==> src/rtl/prog_loader.sv <==
// prog_loader: parses a framed byte stream, writes payloads to RAM, and releases the CPU on a run header.
// Frame: HDR_WRITE, ADDR_HI, ADDR_LO, LEN (0 => 256), payload, CSUM; the 8-bit sum of all but the header must be zero.
module prog_loader #(
    parameter int                    DATA_WIDTH = 8,
    parameter int                    ADDR_WIDTH = 16,
    parameter logic [DATA_WIDTH-1:0] HDR_WRITE  = 8'hA5,
    parameter logic [DATA_WIDTH-1:0] HDR_RUN    = 8'h5A
) (
    input  logic                  clk,
    input  logic                  reset,
    input  logic [DATA_WIDTH-1:0] rx_data,
    input  logic                  rx_valid,
    output logic                  mem_we,
    output logic [ADDR_WIDTH-1:0] mem_addr,
    output logic [DATA_WIDTH-1:0] mem_wdata,
    output logic                  cpu_hold,
    output logic                  frame_ok,
    output logic                  csum_err
);
    typedef enum logic [2:0] {IDLE, ADDR_HI, ADDR_LO, LEN, DATA, CSUM, RUN} state_t;

    state_t                state_q;
    logic [ADDR_WIDTH-1:0] addr_q;
    logic [DATA_WIDTH:0]   cnt_q;
    logic [7:0]            csum_q;
    logic [7:0]            csum_d;
    logic [DATA_WIDTH:0]   len_d;

    assign csum_d = csum_q + rx_data[7:0];
    // A zero length field stands for the full 2^DATA_WIDTH byte payload.
    assign len_d  = (rx_data == '0) ? {1'b1, {DATA_WIDTH{1'b0}}} : {1'b0, rx_data};

    always_ff @(posedge clk) begin
        if (reset) begin
            state_q   <= IDLE;
            addr_q    <= '0;
            cnt_q     <= '0;
            csum_q    <= '0;
            mem_we    <= 1'b0;
            mem_addr  <= '0;
            mem_wdata <= '0;
            cpu_hold  <= 1'b1;
            frame_ok  <= 1'b0;
            csum_err  <= 1'b0;
        end else begin
            mem_we   <= 1'b0;
            frame_ok <= 1'b0;
            if (rx_valid) begin
                case (state_q)
                    IDLE: begin
                        if (rx_data == HDR_WRITE) begin
                            state_q <= ADDR_HI;
                        end else if (rx_data == HDR_RUN) begin
                            state_q  <= RUN;
                            cpu_hold <= 1'b0;
                        end
                    end
                    ADDR_HI: begin
                        addr_q  <= ADDR_WIDTH'(rx_data);
                        csum_q  <= rx_data[7:0];
                        state_q <= ADDR_LO;
                    end
                    ADDR_LO: begin
                        addr_q  <= (addr_q << DATA_WIDTH) | ADDR_WIDTH'(rx_data);
                        csum_q  <= csum_d;
                        state_q <= LEN;
                    end
                    LEN: begin
                        cnt_q   <= len_d;
                        csum_q  <= csum_d;
                        state_q <= DATA;
                    end
                    DATA: begin
                        mem_we    <= 1'b1;
                        mem_addr  <= addr_q;
                        mem_wdata <= rx_data;
                        addr_q    <= addr_q + 1'b1;
                        cnt_q     <= cnt_q - 1'b1;
                        csum_q    <= csum_d;
                        state_q   <= (cnt_q == (DATA_WIDTH+1)'(1)) ? CSUM : DATA;
                    end
                    CSUM: begin
                        frame_ok <= (csum_d == 8'h00);
                        csum_err <= csum_err | (csum_d != 8'h00);
                        state_q  <= IDLE;
                    end
                    RUN:     state_q <= RUN;
                    default: state_q <= IDLE;
                endcase
            end
        end
    end
endmodule

==> config.mk <==
export PLATFORM = sky130hd
export DESIGN_NAME = prog_loader
export DESIGN_NICKNAME = d
export VERILOG_FILES = /design/src/rtl/prog_loader.sv
export SDC_FILE = /design/constraint.sdc
export NUM_CORES = 1
export LEC_CHECK = 0
export CAP_MARGIN = 40
export CORE_ASPECT_RATIO = 1.75
export CORE_MARGIN = 8
export CORE_UTILIZATION = 56
export DETAILED_ROUTE_END_ITERATION = 7
export PLACE_DENSITY = 0.8
export SYNTH_ARGS = -nofsm -noshare
export SYNTH_HDL_FRONTEND = slang
export SYNTH_SLANG_ARGS = --single-unit
export TNS_END_PERCENT = 30
==> constraint.sdc <==
create_clock -name clk -period 3 [get_ports clk]
set_input_delay 0.6 -clock clk [delete_from_list [all_inputs] [get_ports clk]]
set_output_delay 0.6 -clock clk [all_outputs]
set_load 0.02 [all_outputs]
**Yosys cells after proc, flatten, opt, wreduce, memory -nomap -nowiden**

Cells that the tools add are included.

- Bits in registers: 64
- Input port bits: 11

- Muxes and demuxes: 9
- Bitwise gates (word level): 5
- Add/sub/neg operators: 3
- Equal/unequal tests: 10
- Reduce and logical (&&, ||, !) cells: 17

Operators by type and width:

| operator | count |
|---|---|
| 16-bit one-hot mux with 3 select lines | 1 |
| 3-bit one-hot mux with 6 select lines | 1 |
| 9-bit one-hot mux with 2 select lines | 1 |
| 16-bit by 1-bit adder with 16-bit output, second input constant | 1 |
| 8-bit logical NOT | 2 |
| 16-bit by 8-bit OR with 16-bit output | 1 |
| 8-bit one-hot mux with 2 select lines | 1 |
| 2-bit AND reduction | 6 |
| 3-bit == test, second input constant | 3 |
| 9-bit by 1-bit == test with 1-bit output, second input constant | 1 |
| 9-bit 2-to-1 mux | 1 |
| 9-bit by 1-bit subtractor with 9-bit output, second input constant | 1 |
| 8-bit adder | 1 |
| 8-bit by 7-bit == test with 1-bit output, second input constant | 1 |
| 8-bit == test, second input constant | 1 |
| 8-bit nonzero test | 1 |
| 3-bit by 2-bit == test with 1-bit output, second input constant | 2 |
| 3-bit 2-to-1 mux | 2 |
| 3-bit OR reduction | 2 |
| 4-bit AND reduction | 1 |
| 2-bit nonzero test | 2 |
| 3-bit by 1-bit == test with 1-bit output, second input constant | 1 |
| 3-bit logical NOT | 1 |
| 3-bit != test, second input constant | 1 |
| 5 further kinds | 8 |

**Logic depth before layout (Yosys ltp)**

Gate-level depths: netlist of the first run.

- Word-level depth: 4
- Gate-level depth with buffers: 9

**Worst setup path before layout of the first run**

No wires, ideal clock.

- Path kind: input -> register
- Start: input port rx_data[0]
- End: register frame_ok
- Data arrival time: 2,257 ps
- Stages on the path: 9
- Path slack: 663 ps
- Cell sequence: ha_1 -> inv_1 -> fa_1 -> nand2b_1 -> a21oi_1 -> nor4_1 -> a311oi_1 -> nor4bb_1 -> nor3b_1

- Longest elaborated chain between the ends: 2

RTL lines:

| element | RTL line | text |
|---|---|---|
| from (decl) | 11 | `input logic [DATA_WIDTH-1:0] rx_data,` |
| 8-bit adder | 29 | `assign csum_d = csum_q + rx_data[7:0];` |
| 8-bit logical NOT | 83 | `frame_ok <= (csum_d == 8'h00);` |
| to (signal assigned) | 83 |  |
| to (decl) | 17 | `output logic frame_ok,` |

Every way passes these cells.
A chain may end at the register's enable or synchronous reset.

**Final worst setup path of the first run**

Ends and elaborated chain as after synthesis.

==> summary.txt, run 1 <==
Run status
  • Run status: finished, final reports clean

Clock tree
  • Clk buf depth: 2
  • Worst-path clk slew: 70 ps
  • Number of setup buffers added after CTS: 0
  • Root Buffer: clkbuf_8
  • Cts hold-fix bufs: 0
  • CTS buffer count: 9
  • Sink Count: 64
  • Clock latency at the later pin of the worst-skew pair: 350 ps
  • CTS tree: built
  • CTS H-tree depth: 3

Timing
  • Final setup fails: 0
  • Final hold vios: 0
  • Final Skew: 10.4 ps
  • Post-layout min period: 2780 ps
  • Highest Clock Rate: 360 MHz
  • Worst hold slack: 452 ps
  • Slew headroom: 0.471
  • Slew Viols, Final: 0
  • Worst-Margin Slew: between 700 and 800 ps
  • Crit share post-route: 0.926

Logic synthesis
  • Post-Synth XOR/XNOR Area: 0.0180
  • Synthesized cell area: 3400 sq um
  • Compound-Gate Fraction of Synth Area: 0.256
  • Synth Area in Adders: 0.0427
  • Synth warn: 0
  • Largest family of logic cells by synthesized area: compound AO/OA/AOI/OAI gates
  • Main synth FF type: dfxtp_1
  • Sequential area share after synthesis: 0.377
  • Yosys reg bits: 64
  • Simple-Gate Fraction of Synth Area: 0.253
  • Synth async-reset ratio: 0
  • Syn_area_per_cell: 7.61 sq um
  • Post-Syn Nets: roughly 470
  • Post-synth EDFFs: 0
  • Distinct cells, synth: 58
  • Post-Syn Instances: ~450
  • Multiplexer area fraction after synthesis: 0.00625

Pwr
  • Pwr dens: between 500 and 600 nW/um^2
  • Maximum vdd ir drop: 343 uV
  • P_leak: about 0.0015 uW
  • Combinational power share: 0.244
  • Net Sw Frac: 0.313
  • P_sw: 737 uW
  • Internal: 1610 uW
  • Flop pwr share: 0.409
  • Clock network power share: 0.347
  • Tot Pwr: 2350 uW

Place
  • PortBufs: 38
  • Dpl hpwl: 6950 um
  • Routability congestion estimate: 0.920

Cells and area
  • Layout area overhead: 21.3%
  • Layout cells sized above 1: 0.0872
  • Most frequent cells in the layout: 83 x nand2_1, 64 x dfxtp_1, 58 x a21oi_1, 46 x nor2_1, 37 x clkdlybuf4s50_1
  • Antenna diodes: 0
  • Nets: 510
  • Most common cell after layout, fill and taps aside: nand2_1
  • Fill count: 503

Global routing
  • Initial antenna violation count: 0
  • Largest net degree at the start of global routing: 40
  • Vias in the first global route: 3,431
  • Tot GR Track Use: 0.230
  • Grt total ovfl: 0
  • Global-route wire length before repair: approximately 16,000 um

Die
  • Core area: ~5900 sq um
  • Die H: 119 um
  • Row Count: 37
  • Die width: ~75 um
  • Num ports: 39
  • Die Area: 8920 sq um
  • Starting density of the core: 0.579

Setup path
  • Setup crit start kind: input port
  • WP data arrival: 3040 ps
  • Worst Setup End Kind: register
  • R2R cell count: 9
  • CP required: ~3300 ps
  • Critical Path Fanout Max: 2
  • Crit Path Category: in2reg

Route
  • Metal-1 WL: 3570 um
  • DR iter-0 viols: 249
  • Met3 Wirelength: 465 um
  • Total Wirelength: 9560 um
  • Post-DRT Antenna Nets: 0
  • First drt pass iteration count: 5
  • Drt drc: 0
  • Wire length per cell: ~17 um
  • Via-to-Cell Ratio: 6.06
  • Met2 wire length: 4980 um
  • Vias: roughly 3,500
  • Top Metal Used: met4

Hold path
  • Hold-critical path depth: 2
  • Hold crit path type: reg2reg

Run
  • Max-cap violations: 0
[Yosys cell counts, drive strengths merged (2+ instances only)]
cell	count	area, sq um
a22oi	3	22.5
a31oi	3	18.8
nor3	14	70.1
xor2	5	43.8
nand2	83	312
a2bb2oi	2	17.5
a311oi	6	52.6
ha	10	125
clkbuf	15	56.3
a22o	2	17.5
a221oi	2	23.8
a21o	4	30.0
inv	12	45.0
xnor2	2	17.5
nor4	4	40.0
o21a	2	15.0
and4	2	17.5
nor3b	2	15.0
nand3b	4	30.0
or3	2	12.5
and3	4	25.0
a21oi	60	323
or4	2	15.0
buf	12	58.8
a211oi	4	30.0
or2	2	12.5
o21ai	26	130
o41ai	2	17.5
dfxtp	64	1280
nand2b	2	12.5
nand3	9	57.6
nand4	2	12.5
nor2	47	179
o22ai	6	37.5
o31ai	5	37.5
a2111oi	2	17.5
and2	5	31.3
[per-layer routing]
metal | vias up | global-route usage
met5 | - | 0
li1 | 1685 | -
met2 | 131 | 0.380
met4 | 0 | 0.184
met1 | 1598 | 0.236
met3 | 45 | 0.0496
[worst max-delay path, stage by stage]
cell             delay (ps)
clkdlybuf4s50_1         540
ha_1                    190
inv_1                    50
fa_1                    370
nand2b_1                170
a21oi_1                 190
nor4_1                   70
a311oi_1                310
nor4bb_2                320
nor3b_1                 210
[final cells by class]
| class | count | area (sq um) | share of cell area |
|---|---|---|---|
| multi-input combinational | 344 | 1970 | 0.478 |
| sequential | 64 | 1280 | 0.310 |
| timing repair buffer | 57 | 518 | 0.125 |
| clock buffer | 13 | 149 | 0.0361 |
| tap | 78 | 97.6 | 0.0236 |
| clock inverter | 3 | 65.1 | 0.0158 |
| inverter | 12 | 45.0 | 0.0109 |
[power groups by stage]
stage | Combinational [uW] | Sequential, uW | Clock, uW
2_1_floorplan | 406 | 962 | 0
3_5_place_dp | 560 | 979 | 0
3_3_place_gp | 548 | 977 | 0
5_1_grt | 633 | 970 | 868
6_report | 573 | 962 | 815
4_1_cts | 563 | 960 | 825
[flip-flops by register name, summed over array words and instances, names as in the netlist]
signal	flops
mem_addr	16
frame_ok	1
csum_q	8
cnt_q	9
addr_q	16
csum_err	1
mem_wdata	8
state_q	3
mem_we	1
cpu_hold	1
[logic make-up after synthesis]
kind of cell               Yosys count
DFF                                 64
buffers and inverters               39
xor gates and xnor gates             7
and+or+nand+nor                    186
muxes                                2
adders and majority gates           11
AOI/OAI and AO/OA                  138
[worst paths after layout]
check | endpoint | slack, ps | from
max | frame_ok$_SDFF_PP0_ | 220 | rx_data[0]
max reg2reg | frame_ok$_SDFF_PP0_ | 720 | csum_q[0]$_SDFFE_PP0P_
min | mem_addr[10]$_SDFFE_PP0P_ | 450 | mem_addr[10]$_SDFFE_PP0P_
min reg2reg | mem_addr[10]$_SDFFE_PP0P_ | 450 | mem_addr[10]$_SDFFE_PP0P_
[through the flow]
step / area, sq um / setup slack, ps / cells / TNS [ps] / utilization
floorplan: 3400 / 663 / 447 / 0 / -
global placement: 3910 / -26.6 / 555 / -26.6 / 0.665
detailed placement: 3910 / -138 / 555 / -223 / 0.665
CTS: 4120 / 217 / 571 / 0 / 0.701
global route: 4130 / -1.47 / 571 / -1.47 / 0.702
finish: 4130 / 223 / 571 / 0 / 0.702
[what timing repair did]
item                                   4_1_cts  5_1_grt
endpoints found under the hold margin        0        0
setup endpoints to repair                    0        1
resized for setup                            0        1
(Power assumes the default switching activity.)
==> run 2: changes to the inputs <==
--- a/config.mk
+++ b/config.mk
@@ -8,9 +8,10 @@
 export CAP_MARGIN = 40
 export CORE_ASPECT_RATIO = 1.75
 export CORE_MARGIN = 8
-export CORE_UTILIZATION = 56
+export CORE_UTILIZATION = 63
+export CTS_BUF_LIST = sky130_fd_sc_hd__clkbuf_2 sky130_fd_sc_hd__clkbuf_4 sky130_fd_sc_hd__clkbuf_8
 export DETAILED_ROUTE_END_ITERATION = 7
-export PLACE_DENSITY = 0.8
+export PLACE_DENSITY = 0.88
 export SYNTH_ARGS = -nofsm -noshare
 export SYNTH_HDL_FRONTEND = slang
 export SYNTH_SLANG_ARGS = --single-unit
==> constraint.sdc (replaced) <==
create_clock -name clk -period 3.6 [get_ports clk]
set_input_delay 0.72 -clock clk [delete_from_list [all_inputs] [get_ports clk]]
set_output_delay 0.72 -clock clk [all_outputs]
set_load 0.02 [all_outputs]
==> run 2 against run 1 <==
First-iteration DRC count up 43%. Flip-flop and latch count unchanged. Global-route usage increased by 2.6 points. Clock skew about the same. Hold slack better by 3.3 ps. Total power decreased by 12%. Clock power is 3.9% lower. Sequential share of layout area rose by 0.37 points. Cell count down 5.3%. Non-clock buffer count fell by 7. Sequential power is 15% lower.
==> summary.txt, run 2 (synthesized netlist as in run 1, its figures left out) <==
Hold path
  • Min-delay src: mem_wdata[4]$_SDFFE_PP0P_
  • Hold-critical path depth: 2
  • Hold crit path type: reg2reg

Clock tree
  • Clk buf depth: 2
  • CTS buffer count: 9
  • Number of setup buffers added after CTS: 0
  • Root Buffer: clkbuf_8
  • CTS resizes: 0
  • Worst-path clk slew: 70 ps
  • Sink Count: 64
  • CTS H-tree depth: 3
  • CTS tree: built
  • Clock latency at the later pin of the worst-skew pair: approximately 340 ps
  • Cts hold-fix bufs: 0

Timing
  • Final hold vios: 0
  • RSZ-0062 raised after global routing: no
  • Slew Viols, Final: 0
  • Worst-Margin Slew: 847 ps
  • Post-layout min period: 2920 ps
  • Crit share post-route: 0.811
  • Setup TNS: 0 ps
  • Highest Clock Rate: 343 MHz
  • Final Skew: 10.7 ps
  • Slew headroom: 0.434
  • Final setup fails: 0

Die
  • Core area: ~5300 sq um
  • Die Area: approximately 8000 sq um
  • Row Count: 35
  • Die H: 113 um
  • Die width: 71.6 um
  • Num ports: 39
  • Starting density of the core: 0.647

Setup path
  • Slowest CP cell: clkdlybuf4s50_1
  • Worst setup path startpoint: rx_data[0]
  • Reg2Reg Launch Point: state_q[2]$_SDFFE_PP0P_
  • Critical Path Fanout Max: 2
  • Worst path depth: 10
  • Setup crit start kind: input port
  • Crit Path Category: in2reg
  • WP buf/inv: 2
  • CP max stage delay: 500 ps
  • CP cell instances: clkdlybuf4s50_1, ha_1, inv_1, fa_1, nand2b_1, a21oi_1, nor4_1, a311oi_1, nor4bb_1, nor3b_1
  • WP data arrival: about 3200 ps
  • CP required: 3860 ps
  • R2R cell count: 5
  • Critical path's top delay family: simple AND/OR/NAND/NOR gates
  • Worst Setup End Kind: register

Route
  • Post-DRT Antenna Nets: 0
  • DR iter-0 viols: about 360
  • Vias: 3,554
  • Total Wirelength: between 10,000 and 15,000 um
  • Wire length per cell: 18.6 um
  • Via-to-Cell Ratio: 6.57
  • First drt pass iteration count: 6
  • Drt drc: 0

Place
  • PortBufs: 38
  • Dpl hpwl: approximately 6900 um
  • Routability congestion estimate: just over 0.9

Pwr
  • Maximum vdd ir drop: 519 uV
  • P_leak: 0.00146 uW
  • Tot Pwr: just over 2000 uW
  • Pwr dens: roughly 510 nW/um^2

Cells and area
  • Sequential cell area: 1280 sq um
  • Multi-input gate area: 1970 sq um
  • Top Registers: addr_q (16), mem_addr (16), cnt_q (9)
  • Antenna diodes: 0
  • Layout cells sized above 1: 0.0782
  • Fill count: 384
  • Nets: 503
  • Layout area overhead: 19.9%
  • Most frequent cells in the layout: 83 x nand2_1, 64 x dfxtp_1, 58 x a21oi_1, 46 x nor2_1, 37 x clkdlybuf4s50_1
  • Most common cell after layout, fill and taps aside: nand2_1

Global routing
  • Vias in the first global route: around 3,500
  • Grt total ovfl: 0
  • Tot GR Track Use: 0.256
  • Largest net degree at the start of global routing: 36
  • Global-route wire length before repair: 16,500 um
  • Initial antenna violation count: 0

Run
  • Max-cap violations: 0

Run status
  • Run status: finished, final reports clean
-- run 2: worst register-to-register path: stages (launching register included) --
cell and delay [ps]:
dfxtp_1 570, or3b_1 710, nor2_2 650, buf_4 310, nand2_1 90, a21oi_1 150
-- run 2: path summary, 6_finish.rpt --
path / end / slack (ps)
setup / recovery: frame_ok$_SDFF_PP0_ / 680
hold / removal: mem_wdata[4]$_SDFFE_PP0P_ / 460
setup reg to reg: mem_wdata[2]$_SDFFE_PP0P_ / 1060
hold reg to reg: mem_wdata[4]$_SDFFE_PP0P_ / 460
-- run 2: per-layer routing --
metal | vias to the layer above | track usage | share of wire
li1 | 1661 | - | -
met1 | 1647 | 0.254 | 0.36
met2 | 198 | 0.456 | 0.53
met3 | 48 | 0.0593 | 0.061
met4 | 0 | 0.170 | 0.048
met5 | - | 0 | 0
-- run 2: report_power, final --
group | switching (uW) | internal (uW)
Sequential | 62.9 | 751
Combinational | 290 | 173
Clock | 301 | 482
Total | 654 | 1410
-- run 2: final cells by class --
type	instances	area share
clock buffer	10	0.0337
clock inverter	6	0.0282
inverter	12	0.0110
multi-input combinational	344	0.482
sequential	64	0.314
tap	55	0.0169
timing repair buffer	50	0.114
-- run 2: metrics by stage --
step | utilization | std cells | instance area, sq um | hold WS [ps] | worst slack (ps)
after global routing | 0.776 | 541 | 4080 | 472 | 505
after floorplan | - | 447 | 3400 | 440 | 1140
final | 0.776 | 541 | 4080 | 455 | 681
after detailed placement | 0.728 | 525 | 3830 | 445 | 338
after CTS | 0.776 | 541 | 4080 | 456 | 674
after global placement | 0.728 | 525 | 3830 | 441 | 431
==> run 3: changes to the inputs <==
--- a/config.mk
+++ b/config.mk
@@ -8,10 +8,10 @@
 export CAP_MARGIN = 40
 export CORE_ASPECT_RATIO = 1.75
 export CORE_MARGIN = 8
-export CORE_UTILIZATION = 63
+export CORE_UTILIZATION = 52
 export CTS_BUF_LIST = sky130_fd_sc_hd__clkbuf_2 sky130_fd_sc_hd__clkbuf_4 sky130_fd_sc_hd__clkbuf_8
 export DETAILED_ROUTE_END_ITERATION = 7
-export PLACE_DENSITY = 0.88
+export PLACE_DENSITY = 0.78
 export SYNTH_ARGS = -nofsm -noshare
 export SYNTH_HDL_FRONTEND = slang
 export SYNTH_SLANG_ARGS = --single-unit
==> constraint.sdc (replaced) <==
create_clock -name clk -period 2.5 [get_ports clk]
set_input_delay 0.5 -clock clk [delete_from_list [all_inputs] [get_ports clk]]
set_output_delay 0.5 -clock clk [all_outputs]
set_load 0.02 [all_outputs]
==> run 3 against run 2 <==
Global-route usage down 3.9 points. Sequential share of layout area down 1.6 points. Critical path depth down 1. Wire length down 0.44%. Clock power up 22%. Largest cell class unchanged. Highest routed layer unchanged.
==> summary.txt, run 3 (synthesized netlist as in run 1, its figures left out) <==
Run status
  • Run status: finished, final reports clean

Route
  • First drt pass iteration count: 5
  • Via-to-Cell Ratio: slightly below 6
  • Post-DRT Antenna Nets: 0
  • DR iter-0 viols: 349
  • Drt drc: 0
  • Vias: 3,514
  • Wire length per cell: 17.0 um
  • Total Wirelength: 10,000 um

Global routing
  • Global-route wire length before repair: 16,300 um
  • Largest net degree at the start of global routing: 41
  • Grt met2 use: 0.396
  • Met1 Usage GRT: 0.206
  • GRT busiest layer: met2
  • Grt total ovfl: 0
  • Tot GR Track Use: 0.217
  • Initial antenna violation count: 0
  • Vias in the first global route: 3,451
  • M3 GR Usage: 0.0640

Clock tree
  • Clk buf depth: 2
  • CTS tree: built
  • Root Buffer: clkbuf_8
  • CTS buffer count: 9
  • Sink Count: 64
  • Worst-path clk slew: 70 ps
  • Clock latency at the later pin of the worst-skew pair: between 300 and 400 ps
  • CTS H-tree depth: 3

Place
  • Dpl hpwl: 7300 um
  • Area post-placement: about 4000 sq um
  • Post-Place Cells: 573
  • Routability congestion estimate: 0.917
  • Setup slack at placement: -526 ps
  • PortBufs: 38

Cells and area
  • Most common cell after layout, fill and taps aside: nand2_1
  • Layout cells sized above 1: 0.130
  • Nets: 525
  • Antenna diodes: 0
  • Top Registers: addr_q (16), mem_addr (16), cnt_q (9)
  • Multi-input gate area: 2000 sq um
  • Finished Layout Cells: 590
  • Most frequent cells in the layout: 83 x nand2_1, 64 x dfxtp_1, 57 x a21oi_1, 46 x nor2_1, 36 x clkdlybuf4s50_1
  • Sequential cell area: 1280 sq um
  • Layout area overhead: 26.2%
  • Final instance area: 4290 sq um
  • Fill count: about 560

Setup path
  • Critical Path Fanout Max: 2
  • Worst setup path end: frame_ok$_SDFF_PP0_
  • Reg-to-reg endpoint: frame_ok$_SDFF_PP0_
  • Crit Path Category: in2reg
  • Slowest CP cell: clkdlybuf4s50_1
  • Worst path depth: 9
  • Worst Setup End Kind: register
  • R2R cell count: 9
  • WP buf/inv: 2
  • Critical path's top delay family: compound AO/OA/AOI/OAI gates
  • WP data arrival: approximately 2700 ps
  • Setup crit start kind: input port
  • Reg2Reg Launch Point: csum_q[0]$_SDFFE_PP0P_
  • Reg2Reg Setup Slack: 290 ps
  • CP required: 2810 ps
  • CP max stage delay: around 420 ps
  • CP cell instances: clkdlybuf4s50_1, buf_4, ha_1, a211oi_2, o31ai_1, a31oi_1, xnor2_1, nor4bb_4, nor3b_2
  • Worst setup path startpoint: rx_data[1]

Die
  • Die H: between 100 and 150 um
  • Die Area: 9490 sq um
  • Row Count: 39
  • Num ports: 39
  • Core area: 6440 sq um
  • Starting density of the core: 0.528
  • Die width: 77.1 um

Hold path
  • Hold crit path type: reg2reg

Timing
  • Post-layout min period: 2380 ps
  • Final setup fails: 0
  • Worst-Margin Slew: 821 ps
  • Setup ws final: 122 ps
  • Final hold vios: 0
  • Slew headroom: 0.449
  • Slew Viols, Final: 0
  • Crit share post-route: 0.951
  • Setup TNS: 0 ps
  • Final Skew: 8.19 ps
  • Worst hold slack: 453 ps
  • Highest Clock Rate: 421 MHz

Pwr
  • P_leak: 0.00158 uW
  • Maximum vdd ir drop: between 400 and 500 uV
  • Pwr dens: 671 nW/um^2

Run
  • Max-cap violations: 0
run 3: cell types whose count changed in the layout (fill, tap and decap cells not counted), moves of 2 or more:
cell	delta
buf_4	+20
buf_12	+2
bufinv_16	-2
clkbuf_4	+2
clkinv_2	+2
run 3: power breakdown:
| group | switching [uW] | total (uW) | internal (uW) | leakage [uW] |
|---|---|---|---|---|
| registers | 63.0 | 1140 | 1080 | 0.000517 |
| logic | 458 | 782 | 324 | 0.000952 |
| clock network | 422 | 956 | 534 | 0.000110 |
| total | 943 | 2880 | 1940 | 0.00158 |
run 3: final cells by class:
type	instances	share of cell area
Tap cell	82	0.0239
Inverter	12	0.0105
Sequential cell	64	0.298
Clock inverter	3	0.00932
Timing Repair Buffer	72	0.152
Multi-Input combinational cell	344	0.467
Clock buffer	13	0.0388
run 3: what timing repair did:
item                       in CTS  in global routing
hold buffers                    0                  0
setup buffers                   1                  0
pin swaps                       1                  2
resized for setup               4                  4
setup endpoints to repair       2                  2
hold endpoints to repair        0                  0
run 3: worst min-delay path by stage:
stage / startpoint / cells past startpoint / slack, ps / to
after floorplan: addr_q[12]$_SDFFE_PP0P_ / 2 / 440 / mem_addr[12]$_SDFFE_PP0P_
after global placement: mem_addr[11]$_SDFFE_PP0P_ / 2 / 440 / mem_addr[11]$_SDFFE_PP0P_
after detailed placement: mem_addr[4]$_SDFFE_PP0P_ / 2 / 450 / mem_addr[4]$_SDFFE_PP0P_
after CTS: mem_addr[4]$_SDFFE_PP0P_ / 2 / 460 / mem_addr[4]$_SDFFE_PP0P_
after global routing: mem_wdata[0]$_SDFFE_PP0P_ / 2 / 470 / mem_wdata[0]$_SDFFE_PP0P_
final: mem_wdata[0]$_SDFFE_PP0P_ / 2 / 450 / mem_wdata[0]$_SDFFE_PP0P_
run 3: through the flow:
stage                util  power [uW]
floorplan               -        1640
CTS                 0.663        2860
global placement    0.628        1890
detailed placement  0.628        1900
global route        0.667        3010
finish              0.667        2880
run 3: tightest hold or removal path: cells and delay by family, from the launching register on:
kind	cells	cell delay, ps
flops	1	310
simple gates	1	50
compound gates	1	50
run 3: per-layer routing:
layer  share of wire  wire length (um)  up-vias
li1                -                 -     1716
met1            0.36              3620     1655
met2            0.55              5500      112
met3           0.051               511       31
met4           0.041               412        0
met5               0                 0        -
